==> config.mk <==
export PLATFORM = sky130hd
export DESIGN_NAME = fft_bin_reader
export DESIGN_NICKNAME = d
export VERILOG_FILES = /design/src/rtl/fft_bin_reader.sv
export SDC_FILE = /design/constraint.sdc
export NUM_CORES = 1
export LEC_CHECK = 0
export ABC_CLOCK_PERIOD_IN_PS = 12380
export CAP_MARGIN = 20
export CORE_MARGIN = 2
export CORE_UTILIZATION = 55
export CTS_BUF_LIST = sky130_fd_sc_hd__clkbuf_4 sky130_fd_sc_hd__clkbuf_8 sky130_fd_sc_hd__clkbuf_16
export DETAILED_ROUTE_END_ITERATION = 12
export PLACE_DENSITY = 0.74
export REMOVE_ABC_BUFFERS = 1
export SLEW_MARGIN = 15
export SYNTH_ARGS = -nofsm -noshare
export SYNTH_HDL_FRONTEND = slang
export SYNTH_SLANG_ARGS = --single-unit
==> constraint.sdc <==
create_clock -name clk -period 12.38 [get_ports clk]
set_input_delay 2.476 -clock clk [delete_from_list [all_inputs] [get_ports clk]]
set_output_delay 2.476 -clock clk [all_outputs]
set_load 0.01 [all_outputs]
==> src/rtl/fft_bin_reader.sv <==
// fft_bin_reader
//   Read-side controller for the FFT sample RAM. When started, it walks bins
//   0..NUM_BINS-1 in order. For each bin it issues the read address, waits
//   out the RAM's one-cycle synchronous read latency, latches the complex
//   sample and computes the squared magnitude re^2 + im^2. Each result is
//   presented on a valid/ready stream. The block only reads the RAM.
//
// Ports
//   clk           system clock
//   reset         asynchronous active-low reset
//   start         begin a sweep (sampled only while idle)
//   ram_address   RAM address, always equal to the bin counter
//   ram_we        RAM write enable, tied low
//   ram_data_in   RAM write data, tied to zero
//   ram_data_out  RAM read data: [31:16] real, [15:0] imag, signed
//   mag           unsigned squared magnitude of the presented bin
//   bin_idx       bin index that belongs to mag
//   out_valid     mag/bin_idx valid
//   out_ready     downstream accepts the presented result
//   busy          high whenever a sweep is in progress
//   done          one-cycle pulse after the last bin has been accepted

module fft_bin_reader #(
   parameter int ADDR_W   = 9,
   parameter int NUM_BINS = 256
) (
   input  logic              clk,
   input  logic              reset,
   input  logic              start,
   output logic [ADDR_W-1:0] ram_address,
   output logic              ram_we,
   output logic [31:0]       ram_data_in,
   input  logic [31:0]       ram_data_out,
   output logic [31:0]       mag,
   output logic [ADDR_W-1:0] bin_idx,
   output logic              out_valid,
   input  logic              out_ready,
   output logic              busy,
   output logic              done
);

   localparam logic [ADDR_W-1:0] LAST_BIN = ADDR_W'(NUM_BINS - 1);

   typedef enum logic [2:0] {
      S_IDLE,
      S_ISSUE,
      S_LATCH,
      S_CALC,
      S_OUT,
      S_DONE
   } state_t;

   state_t              state, state_nx;
   logic [ADDR_W-1:0]   cnt;
   logic signed [15:0]  re_q, im_q;
   logic signed [31:0]  re_sq, im_sq;
   logic [31:0]         mag_sum;
   logic                last_bin;

   // Each square is at most 2^30, so the sum tops out at 2^31 and always
   // fits the unsigned 32-bit result.
   assign re_sq    = re_q * re_q;
   assign im_sq    = im_q * im_q;
   assign mag_sum  = $unsigned(re_sq) + $unsigned(im_sq);
   assign last_bin = (cnt == LAST_BIN);

   assign ram_address = cnt;
   assign ram_we      = 1'b0;
   assign ram_data_in = '0;

   always_ff @(posedge clk or negedge reset) begin
      if (!reset) state <= S_IDLE;
      else        state <= state_nx;
   end

   always_comb begin
      state_nx  = state;
      out_valid = 1'b0;
      busy      = 1'b1;
      done      = 1'b0;
      case (state)
         S_IDLE: begin
            busy = 1'b0;
            if (start) state_nx = S_ISSUE;
         end
         // RAM captures ram_address at the edge that ends this state.
         S_ISSUE: state_nx = S_LATCH;
         S_LATCH: state_nx = S_CALC;
         S_CALC:  state_nx = S_OUT;
         S_OUT: begin
            out_valid = 1'b1;
            if (out_ready) state_nx = last_bin ? S_DONE : S_ISSUE;
         end
         S_DONE: begin
            done     = 1'b1;
            state_nx = S_IDLE;
         end
         default: state_nx = S_IDLE;
      endcase
   end

   always_ff @(posedge clk or negedge reset) begin
      if (!reset) begin
         cnt     <= '0;
         re_q    <= '0;
         im_q    <= '0;
         mag     <= '0;
         bin_idx <= '0;
      end else begin
         case (state)
            S_IDLE:  if (start) cnt <= '0;
            S_LATCH: begin
               re_q <= ram_data_out[31:16];
               im_q <= ram_data_out[15:0];
            end
            S_CALC: begin
               mag     <= mag_sum;
               bin_idx <= cnt;
            end
            // cnt stops at the last bin; it is cleared on the way out.
            S_OUT:   if (out_ready && !last_bin) cnt <= cnt + 1'b1;
            S_DONE:  cnt <= '0;
            default: ;
         endcase
      end
   end

endmodule

==> results.txt <==
----------------------------------------------------
[Run status]
  Outcome ... finished clean

[Yosys]
  Most used standard cell by instance count after synthesis ... sky130_fd_sc_hd__inv_1
  Synth top area cells ... sky130_fd_sc_hd__fa_1 (50%), sky130_fd_sc_hd__inv_1 (11%), sky130_fd_sc_hd__dfrtp_1 (10%)
  Share of synthesized area occupied by flip-flops and latches ... 10.1%
  Number of distinct library cells after synthesis ... 58
  Async set-reset flop share out of synthesis ... 100%
  Most numerous cell types in the synthesized netlist ... sky130_fd_sc_hd__inv_1 (614), sky130_fd_sc_hd__fa_1 (521), sky130_fd_sc_hd__nand2_1 (227), sky130_fd_sc_hd__ha_1 (152), sky130_fd_sc_hd__and2_1 (89)
  Synthesized netlist cell count ... 2151
  Dominant register cell in the synthesized netlist ... sky130_fd_sc_hd__dfrtp_1
  Yosys warnings ... 0
  Netlist Area Pre-Place ... 0.0210 mm²
  Share of the synthesized area in the top cell type ... 49.6%
  Syn Area/Cell ... 9.78 µm²
  Post-synth EDFFs ... 0
  Leading area contributor after synthesis ... sky130_fd_sc_hd__fa_1
  Number of register bits inferred by synthesis ... 85

[CTS]
  Clock Path Buffers ... 2
  PostCTS Resize Cnt ... 0
  Clock insertion delay at the later pin of the skew report ... 0.39 ns
  Number of levels the H-tree was split into ... 3
  # clock sinks ... 85
  Clk Tree Root Cell ... sky130_fd_sc_hd__clkbuf_16
  Clock edge transition at the registers on the reported setup and hold paths ... 0.08 ns
  TritonCTS clock tree ... done
  Number of post-CTS setup repair buffers ... 0
  Num CTS Buffers ... 9
  Count of hold buffers inserted by post-cts repair ... 0

[Layout]
  Area of all sequential standard cells ... 0.00213 mm²
  Multi-input combinational cell area ... 0.0162 mm²
  Number of nets in the layout ... 2909
  Share of cells above drive strength 1 ... 2.90%
  Synthesis-to-layout area growth ... 7.27%
  Count of inserted antenna diode cells ... 0
  FILL cells ... 3157

[Timing]
  Number of setup violations in the final report ... 0
  Rel. slew slack ... 40.2%
  Pin slew with the least headroom to its limit ... 0.897 ns
  Clock period minus final worst setup slack ... 7.93 ns
  Max Clock Skew ... 0.0191 ns
  Sum of negative setup slack ... 0 ns
  Hold Vio Cnt, Final ... 0
  Crit share post-route ... 64.0%
  Top achievable clock speed ... 0.126 GHz
  Setup repair after global routing missed its margin ... false
  Final max-slew violation count ... 0

[Setup path]
  Setup CP Type ... reg -> reg
  Data required time of the worst path ... 12.71 ns
  Nature of the critical path endpoint ... flop
  Worst-path fanout max ... 13
  Startpoint kind of the worst setup timing path ... flop
  Worst endpoint data arrival time ... 8.25 ns

[Min path]
  Kind of path behind the tightest hold check ... reg -> reg

[Detailed routing]
  Number of vias per cell ... 5.18
  Count of antenna-violating nets left after detailed routing ... 0
  Detailed router's first-iteration violation count ... 905
  Detailed-route via count ... 14077
  Drt total wl ... 48400 µm
  DR DRC count ... 0
  TritonRoute pass-1 iters ... 5
  WL per Instance ... 17.8 µm

[Die]
  DIE AREA ... 0.0398 mm²
  Top-level I/O count ... 122
  Standard-cell row count ... 71
  Core ar. ... 0.0377 mm²
  Die Height ... 200 µm
  Initial standard-cell utilization of the core ... 55.8%
  Die X-Extent ... 200 µm

[Place]
  GPL Wtd Cong ... 0.918
  Count of buffers inserted at the top-level ports ... 88
  Post-DP HPWL ... 41000 µm

[Global route]
  Global route total overflow ... 0
  Initial antenna violation count ... 0
  All-Layer GR Usage ... 26.7%
  Maximum number of pins on one net before global-route repair ... 68
  Vias in the first global route ... 15971
  Global-route wire length before repair ... 80300 µm

[Flow run]
  Number of maximum-capacitance constraint violations ... 0

----------------------------------------------------
## final timing paths
check	startpoint	to	slack, ns	cells past startpoint
max in group asynchronous	reset	bin_idx[0]	9.15	2
setup reg to reg	re_q[6]	mag[29]	4.45	23
min in group asynchronous	reset	re_q[12]	2.01	1
hold reg to reg	mag[5]	mag[5]	0.48	2
hold / removal	mag[5]	mag[5]	0.48	2
setup / recovery	re_q[6]	mag[29]	4.45	23
## flip-flops by register name, indices dropped and copies added, names as in the netlist
signal / cells
ram_address: 9
bin_idx: 9
mag: 32
state: 3
re_q: 16
im_q: 16
## critical path, cell delays in order (launching register included)
cell	delay (ns)
sky130_fd_sc_hd__dfrtp_1	0.87
sky130_fd_sc_hd__inv_1	0.44
sky130_fd_sc_hd__nor2_1	0.31
sky130_fd_sc_hd__fa_1	0.52
sky130_fd_sc_hd__ha_1	0.32
sky130_fd_sc_hd__a21o_1	0.18
sky130_fd_sc_hd__fa_1	0.53
sky130_fd_sc_hd__inv_1	0.05
sky130_fd_sc_hd__fa_1	0.48
sky130_fd_sc_hd__inv_1	0.06
sky130_fd_sc_hd__fa_1	0.48
sky130_fd_sc_hd__fa_1	0.46
sky130_fd_sc_hd__fa_1	0.51
sky130_fd_sc_hd__inv_1	0.05
sky130_fd_sc_hd__fa_1	0.51
sky130_fd_sc_hd__inv_1	0.06
sky130_fd_sc_hd__ha_1	0.33
sky130_fd_sc_hd__a21oi_1	0.22
sky130_fd_sc_hd__o21ai_1	0.20
sky130_fd_sc_hd__a311o_1	0.43
sky130_fd_sc_hd__a32oi_2	0.31
sky130_fd_sc_hd__a21oi_1	0.13
sky130_fd_sc_hd__or3_1	0.35
sky130_fd_sc_hd__nand3_1	0.08
## through the flow
stage               utilization, %  std cells  hold WS (ns)  area (µm²)  setup slack, ns
finish                        59.9       2716         0.482       22600             4.45
detailed placement            59.1       2700         0.467       22300             4.47
global route                  59.9       2716         0.507       22600             4.11
floorplan                        -       2090         0.492       20700             5.18
CTS                           59.9       2716         0.484       22600             4.47
global placement              59.1       2700         0.459       22300             4.61
## logic make-up (layout without fill, tap and decap cells)
group | Yosys count | count (layout) | share of synthesized area [%]
other | 1 | 33 | 0.0178
XOR/XNOR | 56 | 56 | 2.33
AND/OR/NAND/NOR | 457 | 457 | 10.1
AO/OA/AOI/OAI | 147 | 147 | 4.50
adder cells (fa/ha/maj) | 673 | 673 | 58.6
multiplexers | 19 | 19 | 1.01
buffers and inverters | 713 | 735 | 13.3
flip-flops | 85 | 85 | 10.1
## routing by layer
metal,GRT usage [%],routed length (µm)
met1,32.3,17700
met2,47.3,25800
met3,3.63,2570
met4,12.3,2280
met5,0,0
## layout make-up
type                            count  area share [%]
Tap cell                          511            2.83
Clock buffer                       10            1.03
Timing Repair Buffer               99            4.26
Clock inverter                      6           0.244
Inverter                          620            10.3
Multi-Input combinational cell   1385            71.9
Sequential cell                    85            9.43
## cells in the final DEF (no fill, tap or decap), types with 7 or more instances in the layout
| cell type | instances |
|---|---|
| sky130_fd_sc_hd__nor2b_1 | 17 |
| sky130_fd_sc_hd__o21ai_0 | 47 |
| sky130_fd_sc_hd__or2_2 | 7 |
| sky130_fd_sc_hd__o21ai_1 | 15 |
| sky130_fd_sc_hd__nand2_1 | 227 |
| sky130_fd_sc_hd__a21oi_1 | 26 |
| sky130_fd_sc_hd__nand3_1 | 7 |
| sky130_fd_sc_hd__xnor2_1 | 44 |
| sky130_fd_sc_hd__o31ai_1 | 8 |
| sky130_fd_sc_hd__buf_4 | 12 |
| sky130_fd_sc_hd__mux2_2 | 17 |
| sky130_fd_sc_hd__and2_1 | 88 |
| sky130_fd_sc_hd__a21o_1 | 12 |
| sky130_fd_sc_hd__and3_1 | 7 |
| sky130_fd_sc_hd__nor3_1 | 10 |
| sky130_fd_sc_hd__inv_1 | 614 |
| sky130_fd_sc_hd__nand2b_1 | 10 |
| sky130_fd_sc_hd__ha_1 | 152 |
| sky130_fd_sc_hd__dfrtp_1 | 85 |
| sky130_fd_sc_hd__xor2_1 | 12 |
| sky130_fd_sc_hd__nor2_1 | 67 |
| sky130_fd_sc_hd__clkdlybuf4s50_1 | 87 |
| sky130_fd_sc_hd__conb_1 | 33 |
| sky130_fd_sc_hd__fa_1 | 521 |
| sky130_fd_sc_hd__clkbuf_16 | 9 |
Power is left out: the tool's default activity adds up to more than one toggle a clock period on the data nets, which glitch-free logic cannot reach.
